File: src/rtl/dcs_cmd_tx.sv
// -----------------------------------------------------------------------------
// dcs_cmd_tx
// Turns one DCS long-write request into a DSI packet. The packet is a one-cycle
// 24-bit header strobe followed by ceil(wc/4) consecutive 32-bit payload words.
// After each packet, and after each rejected request, the block idles for
// GAP_CYCLES cycles before it accepts the next request.
//
// Parameters
//   MAX_BYTES   maximum payload bytes per packet (4..64, multiple of 4)
//   GAP_CYCLES  idle cycles after a packet or rejection (0..255)
//
// Optional feature
//   DCS_TX_CHKSUM_EN  when defined, adds tx_chksum: the 16-bit sum of the
//                     payload bytes. Padding bytes are not included.
//
// Ports
//   clkrx             clock, rising edge
//   rst_n             asynchronous active-low reset
//   req_valid/ready   request handshake; ready is high only in IDLE
//   req_dt            DSI data type (0x29 or 0x39 accepted)
//   req_wc            payload byte count (1..MAX_BYTES accepted)
//   req_data          payload bytes, byte k at [8k+7:8k]
//   tx_cmd            header {wc_hi, wc_lo, dt}, qualified by tx_cmd_valid
//   tx_payload        payload word, lowest byte in [7:0], qualified by
//                     tx_payload_valid; tx_payload_last marks the final word
//   req_err           one-cycle pulse after a rejected request
//   busy              high whenever the block is not idle
//   tx_chksum         (optional) payload byte sum, valid with last word
// -----------------------------------------------------------------------------
module dcs_cmd_tx #(
    parameter int MAX_BYTES  = 16,
    parameter int GAP_CYCLES = 2
) (
    input  logic                   clkrx,
    input  logic                   rst_n,
    input  logic                   req_valid,
    output logic                   req_ready,
    input  logic [7:0]             req_dt,
    input  logic [15:0]            req_wc,
    input  logic [8*MAX_BYTES-1:0] req_data,
    output logic [23:0]            tx_cmd,
    output logic                   tx_cmd_valid,
    output logic [31:0]            tx_payload,
    output logic                   tx_payload_valid,
    output logic                   tx_payload_last,
    output logic                   req_err,
    output logic                   busy
`ifdef DCS_TX_CHKSUM_EN
    ,
    output logic [15:0]            tx_chksum
`endif
);

    localparam int          NWORDS    = MAX_BYTES / 4;
    localparam logic [15:0] MAX_WC    = 16'(MAX_BYTES);
    localparam logic [7:0]  GAP_LIMIT = 8'(GAP_CYCLES);

    typedef enum logic [1:0] {
        ST_IDLE = 2'd0,
        ST_HDR  = 2'd1,
        ST_PAY  = 2'd2,
        ST_GAP  = 2'd3
    } state_t;

    // Only long DCS writes with a payload that fits the buffer are accepted.
    function automatic logic is_valid_req(input logic [7:0] dt, input logic [15:0] wc);
        return ((dt == 8'h29) || (dt == 8'h39)) && (wc >= 16'd1) && (wc <= MAX_WC);
    endfunction

    // Index of the final payload word: ceil(wc/4) - 1.
    function automatic logic [4:0] last_idx_of(input logic [15:0] wc);
        logic [15:0] nw;
        nw = (wc + 16'd3) >> 2;
        return 5'(nw - 16'd1);
    endfunction

`ifdef DCS_TX_CHKSUM_EN
    // Sum of the four bytes of one payload word. Padding bytes are already
    // zero, so they add nothing.
    function automatic logic [15:0] byte_sum4(input logic [31:0] w);
        return {8'h00, w[7:0]} + {8'h00, w[15:8]} + {8'h00, w[23:16]} + {8'h00, w[31:24]};
    endfunction
`endif

    state_t                        state_r;
    state_t                        state_nxt_s;
    logic [4:0]                    word_idx_r;
    logic [4:0]                    word_idx_nxt_s;
    logic [4:0]                    last_idx_r;
    logic [7:0]                    gap_cnt_r;
    logic [7:0]                    gap_cnt_nxt_s;
    logic [NWORDS-1:0][31:0]       data_r;
    logic [8*MAX_BYTES-1:0]        masked_s;
    logic [31:0]                   word_sel_s;
    logic                          accept_s;
    logic                          req_ok_s;

    logic                          req_ready_r;
    logic                          busy_r;
    logic [23:0]                   tx_cmd_r;
    logic                          tx_cmd_valid_r;
    logic [31:0]                   tx_payload_r;
    logic                          tx_payload_valid_r;
    logic                          tx_payload_last_r;
    logic                          req_err_r;

    assign accept_s = req_valid & req_ready_r;
    assign req_ok_s = is_valid_req(req_dt, req_wc);

    // Zero every byte at or beyond wc, so the final word arrives already padded.
    always_comb begin
        masked_s = '0;
        for (int k = 0; k < MAX_BYTES; k++) begin
            masked_s[8*k +: 8] = ({16'd0, req_wc} > 32'(k)) ? req_data[8*k +: 8] : 8'h00;
        end
    end

    // Select the payload word that the next cycle will present.
    always_comb begin
        word_sel_s = 32'h0000_0000;
        for (int w = 0; w < NWORDS; w++) begin
            word_sel_s = word_sel_s | (data_r[w] & {32{word_idx_nxt_s == 5'(w)}});
        end
    end

    // Next-state and counter logic. Both counters saturate instead of wrapping.
    always_comb begin
        state_nxt_s    = state_r;
        word_idx_nxt_s = word_idx_r;
        gap_cnt_nxt_s  = gap_cnt_r;
        case (state_r)
            ST_IDLE: begin
                if (accept_s) begin
                    word_idx_nxt_s = 5'd0;
                    gap_cnt_nxt_s  = 8'd0;
                    if (req_ok_s) begin
                        state_nxt_s = ST_HDR;
                    end else if (GAP_LIMIT == 8'd0) begin
                        state_nxt_s = ST_IDLE;
                    end else begin
                        state_nxt_s = ST_GAP;
                    end
                end else begin
                    state_nxt_s = ST_IDLE;
                end
            end
            ST_HDR: begin
                state_nxt_s    = ST_PAY;
                word_idx_nxt_s = 5'd0;
            end
            ST_PAY: begin
                if (word_idx_r == last_idx_r) begin
                    gap_cnt_nxt_s = 8'd0;
                    if (GAP_LIMIT == 8'd0) begin
                        state_nxt_s = ST_IDLE;
                    end else begin
                        state_nxt_s = ST_GAP;
                    end
                end else begin
                    word_idx_nxt_s = word_idx_r + 5'd1;
                end
            end
            ST_GAP: begin
                if ((gap_cnt_r + 8'd1) >= GAP_LIMIT) begin
                    gap_cnt_nxt_s = GAP_LIMIT;
                    state_nxt_s   = ST_IDLE;
                end else begin
                    gap_cnt_nxt_s = gap_cnt_r + 8'd1;
                end
            end
            default: begin
                state_nxt_s    = ST_IDLE;
                word_idx_nxt_s = 5'd0;
                gap_cnt_nxt_s  = 8'd0;
            end
        endcase
    end

    // State, counters, captured request and all outputs. Each output is
    // registered from the next state, so it lines up with the state it marks.
    always_ff @(posedge clkrx or negedge rst_n) begin
        if (!rst_n) begin
            state_r            <= ST_IDLE;
            word_idx_r         <= 5'd0;
            last_idx_r         <= 5'd0;
            gap_cnt_r          <= 8'd0;
            data_r             <= '0;
            req_ready_r        <= 1'b0;
            busy_r             <= 1'b0;
            tx_cmd_r           <= 24'h00_0000;
            tx_cmd_valid_r     <= 1'b0;
            tx_payload_r       <= 32'h0000_0000;
            tx_payload_valid_r <= 1'b0;
            tx_payload_last_r  <= 1'b0;
            req_err_r          <= 1'b0;
        end else begin
            state_r            <= state_nxt_s;
            word_idx_r         <= word_idx_nxt_s;
            gap_cnt_r          <= gap_cnt_nxt_s;
            req_ready_r        <= (state_nxt_s == ST_IDLE);
            busy_r             <= (state_nxt_s != ST_IDLE);
            tx_cmd_valid_r     <= (state_nxt_s == ST_HDR);
            tx_payload_valid_r <= (state_nxt_s == ST_PAY);
            tx_payload_last_r  <= (state_nxt_s == ST_PAY) && (word_idx_nxt_s == last_idx_r);
            req_err_r          <= accept_s && !req_ok_s;
            // A rejected request leaves the header and buffer untouched, so
            // the outputs keep their last values.
            if (accept_s && req_ok_s) begin
                tx_cmd_r   <= {req_wc, req_dt};
                data_r     <= masked_s;
                last_idx_r <= last_idx_of(req_wc);
            end
            if (state_nxt_s == ST_PAY) begin
                tx_payload_r <= word_sel_s;
            end
        end
    end

`ifdef DCS_TX_CHKSUM_EN
    logic [15:0] chksum_r;

    // Add each word's bytes as the word is emitted. The sum is complete on
    // the last word, and it holds until the next handshake clears it.
    always_ff @(posedge clkrx or negedge rst_n) begin
        if (!rst_n) begin
            chksum_r <= 16'h0000;
        end else if (accept_s) begin
            chksum_r <= 16'h0000;
        end else if (state_nxt_s == ST_PAY) begin
            chksum_r <= chksum_r + byte_sum4(word_sel_s);
        end
    end

    assign tx_chksum = chksum_r;
`endif

    assign req_ready        = req_ready_r;
    assign busy             = busy_r;
    assign tx_cmd           = tx_cmd_r;
    assign tx_cmd_valid     = tx_cmd_valid_r;
    assign tx_payload       = tx_payload_r;
    assign tx_payload_valid = tx_payload_valid_r;
    assign tx_payload_last  = tx_payload_last_r;
    assign req_err          = req_err_r;

endmodule

File: config.mk
export PLATFORM = sky130hd
export DESIGN_NAME = dcs_cmd_tx
export DESIGN_NICKNAME = d
export VERILOG_FILES = /design/src/rtl/dcs_cmd_tx.sv
export SDC_FILE = /design/constraint.sdc
export NUM_CORES = 1
export LEC_CHECK = 0
export ABC_AREA = 1
export CAP_MARGIN = 20
export CELL_PAD_IN_SITES_DETAIL_PLACEMENT = 1
export CELL_PAD_IN_SITES_GLOBAL_PLACEMENT = 1
export CORE_MARGIN = 4
export CORE_UTILIZATION = 34
export CTS_CLUSTER_DIAMETER = 40
export CTS_CLUSTER_SIZE = 10
export DETAILED_ROUTE_END_ITERATION = 7
export GPL_ROUTABILITY_DRIVEN = 0
export PLACE_DENSITY_LB_ADDON = 0.1
export SYNTH_ARGS = -nofsm -noshare
export SYNTH_HDL_FRONTEND = slang
export SYNTH_SLANG_ARGS = --single-unit
File: constraint.sdc
create_clock -name clkrx -period 1.87 [get_ports clkrx]
set_clock_uncertainty 0.05 [all_clocks]
set_input_delay 0.374 -clock clkrx [delete_from_list [all_inputs] [get_ports clkrx]]
set_output_delay 0.374 -clock clkrx [all_outputs]
set_load 0.005 [all_outputs]
==> metrics.cfg, run 1 <==
[status]
outcome = finished with violations
violations = setup timing

[routing]
vias = 11100
wl_um = 52400
drt_iter0_drc = 711
avgRoutedWirePerCell_um = 26.0
antenna_left = 0
drt-vias-per-instance = 5.49
route.detailed.drc = 0
first_pass_iters = 5

[synth]
synthFlopType = dfrtp_1
post-synth-top-area-fraction_pct = 53.7
async_flop_share_pct = 100
synth-edff-count = 0
ys_seq_elements = 210
syn_avg_cell_area_um2 = 8.34
synth_cells = 1173
synth_warnings = 0
seq_area_frac_synth_pct = 53.7
synthDistinctLibCells = 42
synth_area_leaders = dfrtp_1, nand2_1, nand3_1
synth_commonest_cells = nand2_1, dfrtp_1, nand3_1, nor2_1, inv_1
syn_area_um2 = 9790
synth_top_area_cell = dfrtp_1
synth.most_common_cell = nand2_1
syn_nets = 1332

[worst_setup_path]
crit_fanout = 9
required_ns = 2.23
path_class = reg2reg
arrival_ns = 3.04
startpoint_type = flop
reg2reg_slack_ns = -0.81
endpoint_kind = flop

[global_route]
grt_pass1_wl_um = 61700
globalRoute.totalOverflow = 0
antenna_found_initial = 1
grt_pass1_vias = 10900
grt_usage_pct = 25.4
grt_max_degree = 65

[cells_and_area]
layout-drive-gt1-share_pct = 41.4
fin_util_pct = 65.0
syn2layout_area_growth_pct = 86.6
final_nets = 1766

[power]
p_int_uw = 17200
irDropWorstVdd_mv = 0.853
combPwrFrac_pct = 53.8
p_switching_uw = 10600
pwr-share-clk_pct = 26.8
p_sw_share_pct = 38.2
cellLeakagePower_uw = 0.00885
power-per-cell-area_nw_per_um2 = 1520
p_seq_share_pct = 19.4

[clocking]
h-tree-depth = 2
cts_buffers = 38
cts_sinks = 210
clk_latency_ns = 0.51
ctsLongestPathBuffers = 3
cts_root_buf = clkbuf_16
tritoncts = done
cts.clk_slew.worst_paths_ns = 0.06

[sta]
max_freq_ghz = 0.373
rsz0062_at_grt = yes
whs_ns = 0.211
slew_violations = 0
setup-violations-final = 161
period_needed_ns = 2.68
tightest_slew_ns = 0.450
slew_headroom_pct = 70.0
fin_ws_ns = -0.812
period_share_pct = 143
finalHoldViolCount = 0

[flow_run]
drv_cap = 0

[floorplanning]
dieHeight_um = 178
rows = 61
io_pins = 217
dieArea_um2 = 31600
core_um2 = 28100
start_util_pct = 34.8
fp.dieW_um = 178

[min_path]
hold_class = in2reg

[placed_design]
port-buffer-count = 216
place_hpwl_um = 25000

==> registers in the layout, summed over array words and instances (netlist names) <==
name              count
busy                  1
data_r              128
gap_cnt_r             8
last_idx_r            5
req_err               1
req_ready             1
state_r               2
tx_cmd               24
tx_cmd_valid          1
tx_payload           32
tx_payload_last       1
tx_payload_valid      1
word_idx_r            5
==> cell usage in the layout (no fill, tap or decap), types with 5 or more instances in the layout <==
| master | Yosys | final |
|---|---|---|
| clkinv_2 | 0 | 7 |
| nand3_4 | 1 | 8 |
| nand3_2 | 1 | 35 |
| clkinvlp_4 | 0 | 5 |
| xor2_1 | 6 | 5 |
| o21ai_1 | 68 | 49 |
| dfrtp_1 | 210 | 207 |
| bufinv_16 | 0 | 7 |
| dlygate4sd2_1 | 0 | 5 |
| nand2_1 | 285 | 158 |
| nand3_1 | 141 | 100 |
| o31ai_2 | 0 | 5 |
| clkbuf_2 | 0 | 19 |
| mux2_2 | 8 | 8 |
| nor2_1 | 125 | 107 |
| nor2_2 | 3 | 13 |
| clkdlybuf4s50_1 | 0 | 180 |
| o31ai_4 | 0 | 11 |
| buf_12 | 0 | 44 |
| buf_16 | 0 | 14 |
| o21ai_0 | 60 | 10 |
| buf_8 | 0 | 8 |
| buf_4 | 18 | 109 |
| clkbuf_16 | 0 | 60 |
| inv_1 | 100 | 79 |
| o21ai_2 | 1 | 66 |
| o22ai_2 | 0 | 5 |
| nand4_1 | 20 | 20 |
| dlymetal6s2s_1 | 0 | 9 |
| buf_6 | 1 | 42 |
| inv_2 | 6 | 23 |
| nor2_4 | 4 | 13 |
| nand2_2 | 9 | 63 |
| nand2_4 | 1 | 73 |
==> logic make-up after synthesis <==
kind of cell / count (synthesis) / share of synthesized area (%)
and+or+nand+nor: 606 / 27.1
DFF: 210 / 53.7
AOI/OAI and AO/OA: 169 / 9.55
buffers and inverters: 168 / 7.52
xor gates and xnor gates: 8 / 0.716
muxes: 8 / 0.921
adders and majority gates: 4 / 0.511
==> worst max-delay path: stages, from the launching register on <==
cell and delay, ns:
dfrtp_1 0.46, buf_6 0.14, ha_4 0.14, nand2_2 0.07, nor2_2 0.10, xor2_1 0.21
nand2_1 0.10, nand3_2 0.10, nand2_4 0.06, buf_4 0.13, buf_4 0.17, nor2_4 0.21
buf_12 0.18, nand3_1 0.09, nand3_1 0.09, nor2_2 0.06, nor2_1 0.21
==> through the flow <==
step	setup WS [ns]	setup TNS, ns	instances	area, µm²	total power, µW
after floorplan	-0.0765	-1.17	1173	9820	9380
after detailed placement	-1.04	-152.07	1833	13400	14100
after CTS	-0.486	-15.60	1960	16000	25500
after global placement	-0.894	-143.51	1833	13400	13900
final	-0.812	-31.24	2015	18300	27800
after global routing	-0.849	-46.00	2015	18300	28700
==> final cells by class <==
cell class	count	area [µm²]
Tap cell	378	473
Multi-Input combinational cell	797	5450
Fill cell	3020	9830
Clock inverter	22	313
Timing Repair inverter	1	16.3
Antenna cell	1	2.50
Inverter	107	434
Timing Repair Buffer	452	5270
Sequential cell	210	5260
Clock buffer	47	1050
==> layer usage <==
layer  vias up  GRT usage, %  part of all wire [%]
li1       4718             -                     -
met1      5619          31.9                    37
met2       515          43.7                    50
met3       209          4.32                   6.1
met4         0          9.93                   6.6
met5         -             0                     0
==> power by group through the flow <==
| stage | Combinational (µW) | Sequential [µW] | Clock [µW] |
|---|---|---|---|
| CTS | 12700 | 5350 | 7450 |
| finish | 15000 | 5410 | 7460 |
| floorplan | 4010 | 5380 | 0 |
| global placement | 8510 | 5420 | 0 |
| detailed placement | 8650 | 5420 | 0 |
| global route | 15600 | 5440 | 7740 |
==> worst paths after layout <==
| kind | endpoint | depth (start not counted) | startpoint |
|---|---|---|---|
| worst min register to register | tx_cmd[3] | 1 | tx_cmd[3] |
| worst min-delay path | tx_cmd[11] | 4 | req_wc[3] |
| max in group asynchronous | tx_cmd[3] | 3 | rst_n |
| worst max register to register | tx_payload[26] | 16 | word_idx_r[1] |
| worst max-delay path | tx_payload[26] | 16 | word_idx_r[1] |
| min in group asynchronous | data_r[70] | 2 | rst_n |
==> what timing repair did <==
item | 4_1_cts | 5_1_grt
hold endpoints to repair | 39 | 0
cloned | 16 | 32
gates resized for setup | 165 | 473
setup endpoints to repair | 207 | 209
hold buffers | 1 | 0
pin swaps | 55 | 112
setup buffers | 43 | 28
Note: power is estimated with default switching activity, not from simulation.
==> run 2, diff against run 1 <==
--- a/config.mk
+++ b/config.mk
@@ -9,13 +9,16 @@
 export CAP_MARGIN = 20
 export CELL_PAD_IN_SITES_DETAIL_PLACEMENT = 1
 export CELL_PAD_IN_SITES_GLOBAL_PLACEMENT = 1
+export CORE_ASPECT_RATIO = 1.25
 export CORE_MARGIN = 4
 export CORE_UTILIZATION = 34
 export CTS_CLUSTER_DIAMETER = 40
 export CTS_CLUSTER_SIZE = 10
 export DETAILED_ROUTE_END_ITERATION = 7
 export GPL_ROUTABILITY_DRIVEN = 0
+export GPL_TIMING_DRIVEN = 0
 export PLACE_DENSITY_LB_ADDON = 0.1
+export SKIP_LAST_GASP = 1
 export SYNTH_ARGS = -nofsm -noshare
 export SYNTH_HDL_FRONTEND = slang
 export SYNTH_SLANG_ARGS = --single-unit
==> metrics.cfg, run 2 (same netlist as run 1, synthesis figures left out) <==
[status]
outcome = finished with violations
violations = setup timing

[worst_setup_path]
cp_top_family = simple AND/OR/NAND/NOR gates
crit_chain = nor2_2 > nor2_4 > nor2_4 > nand4_4 > nand2_4 > nand2_1 > nand2_2 > nand2_4 > nor2_4 > buf_12 > buf_4 > nand2_1 > o21ai_1 > nor2_1 > nor2_1
arrival_ns = 3.09
endpoint_kind = flop
crit_fanout = 4
r2r-end = tx_payload[26]
reg2reg_depth = 15
path_class = reg2reg
worstPathBufferInverterCount = 2
required_ns = 2.27
reg2reg_slack_ns = -0.82
reg2reg_from = word_idx_r[0]
critPathLaunch = word_idx_r[0]
max_stage_delay_ns = 0.45
startpoint_type = flop
crit_slowest_cell = dfrtp_2
crit_cells = 15
cp_common_cell = nor2_4

[sta]
setup-violations-final = 140
rsz0062_at_grt = yes
slew_violations = 0
fin_ws_ns = -0.822
finalHoldViolCount = 0
period_share_pct = 144
max_freq_ghz = 0.371
slew_headroom_pct = 27.6
tightest_slew_ns = 1.08
fin_tns_setup_ns = -29.63
period_needed_ns = 2.69

[routing]
wl_met2_um = 25100
wl_um = 50600
first_pass_iters = 5
vias = 10700
route.met3.wl_um = 3240
drt_iter0_drc = 790
route.detailed.drc = 0
met1Wirelength_um = 18300
avgRoutedWirePerCell_um = 26.2
drt-vias-per-instance = 5.55
antenna_left = 0
top_layer_used = met4

[min_path]
whs_path_depth = 3
min_to = tx_cmd[8]
hold_class = in2reg
worstHoldStart = req_wc[0]

[clocking]
cts_sinks = 210
cts_buffers = 37
cts.clk_slew.worst_paths_ns = 0.05
cts_root_buf = clkbuf_16
h-tree-depth = 2
tritoncts = done
ctsLongestPathBuffers = 3
clk_latency_ns = 0.53

[cells_and_area]
syn2layout_area_growth_pct = 72.4
largest_reg_flops = 128
regMostFlops = data_r
layout-drive-gt1-share_pct = 34.2
final_nets = 1703
layout.cells.non_filler = 1928
fillers = 3088
layout_common_cells = dfrtp_1, nand2_1, clkdlybuf4s50_1
layout_commonest_cell = dfrtp_1

[floorplanning]
dieHeight_um = 198
rows = 69
start_util_pct = 34.5
fp.dieW_um = 160
io_pins = 217
core_um2 = 28400
dieArea_um2 = 31600

[power]
irDropWorstVdd_mv = 0.827
cellLeakagePower_uw = 0.00823
power-per-cell-area_nw_per_um2 = 1520

[global_route]
grt_usage_pct = 26.4
grt_max_degree = 113
grt_pass1_wl_um = 63800
grt_pass1_vias = 10900
globalRoute.totalOverflow = 0
antenna_found_initial = 1

[placed_design]
dp.cells = 1748
port-buffer-count = 216
place_hpwl_um = 27300

[flow_run]
drv_cap = 0

run 2: metal layers:
| layer | up-vias | GRT usage [%] |
|---|---|---|
| met5 | - | 0 |
| met4 | 0 | 13.4 |
| met3 | 227 | 4.45 |
| met2 | 559 | 46.7 |
| met1 | 5344 | 30.9 |
| li1 | 4573 | - |
run 2: final cells by class:
| class | count | area [µm²] | share of cell area, % |
|---|---|---|---|
| inverters | 107 | 437 | 2.59 |
| plain buffers | 61 | 880 | 5.21 |
| clock buffers | 49 | 1090 | 6.48 |
| well taps | 355 | 444 | 2.63 |
| diodes | 1 | 2.50 | 0.0148 |
| clock inverters | 18 | 159 | 0.942 |
| flip-flops and latches | 210 | 5260 | 31.2 |
| repair buffers | 332 | 3560 | 21.1 |
| multi-input cells | 795 | 5030 | 29.8 |
run 2: worst max-delay path by stage:
stage	endpoint	slack, ns
finish	tx_payload[26]	-0.82
global route	tx_payload[26]	-0.83
CTS	tx_payload[26]	-0.36
detailed placement	data_r[55]	-1.48
global placement	tx_payload[14]	-9.17
floorplan	tx_payload[12]	-0.08
run 2: tightest hold or removal path, cell delays in order:
cell     delay, ns
buf_2         0.16
nand2_2       0.08
nand2_1       0.04
run 2: stage by stage:
stage	hold WS, ns	setup slack [ns]	power (µW)	utilization (%)	area [µm²]
floorplan	0.0284	-0.0765	9380	-	9820
global placement	0.398	-9.17	12800	43.7	12400
detailed placement	0.406	-1.48	12900	44.0	12500
CTS	0.108	-0.361	22400	53.9	15300
global route	0.124	-0.828	26300	59.4	16900
finish	0.134	-0.822	25600	59.4	16900
run 2: power by group:
| group | internal [µW] | switching [µW] | total [µW] |
|---|---|---|---|
| Combinational | 5980 | 7390 | 13400 |
| Sequential | 5040 | 324 | 5360 |
| Clock | 4390 | 2480 | 6870 |
run 2: timing repair:
action / CTS / global route
hold buffers: 1 / 0
setup buffers: 50 / 44
endpoints found under the setup margin: 205 / 199
pin swaps: 53 / 78
hold endpoints to repair: 111 / 0
cloned: 15 / 10
resized for setup: 312 / 337
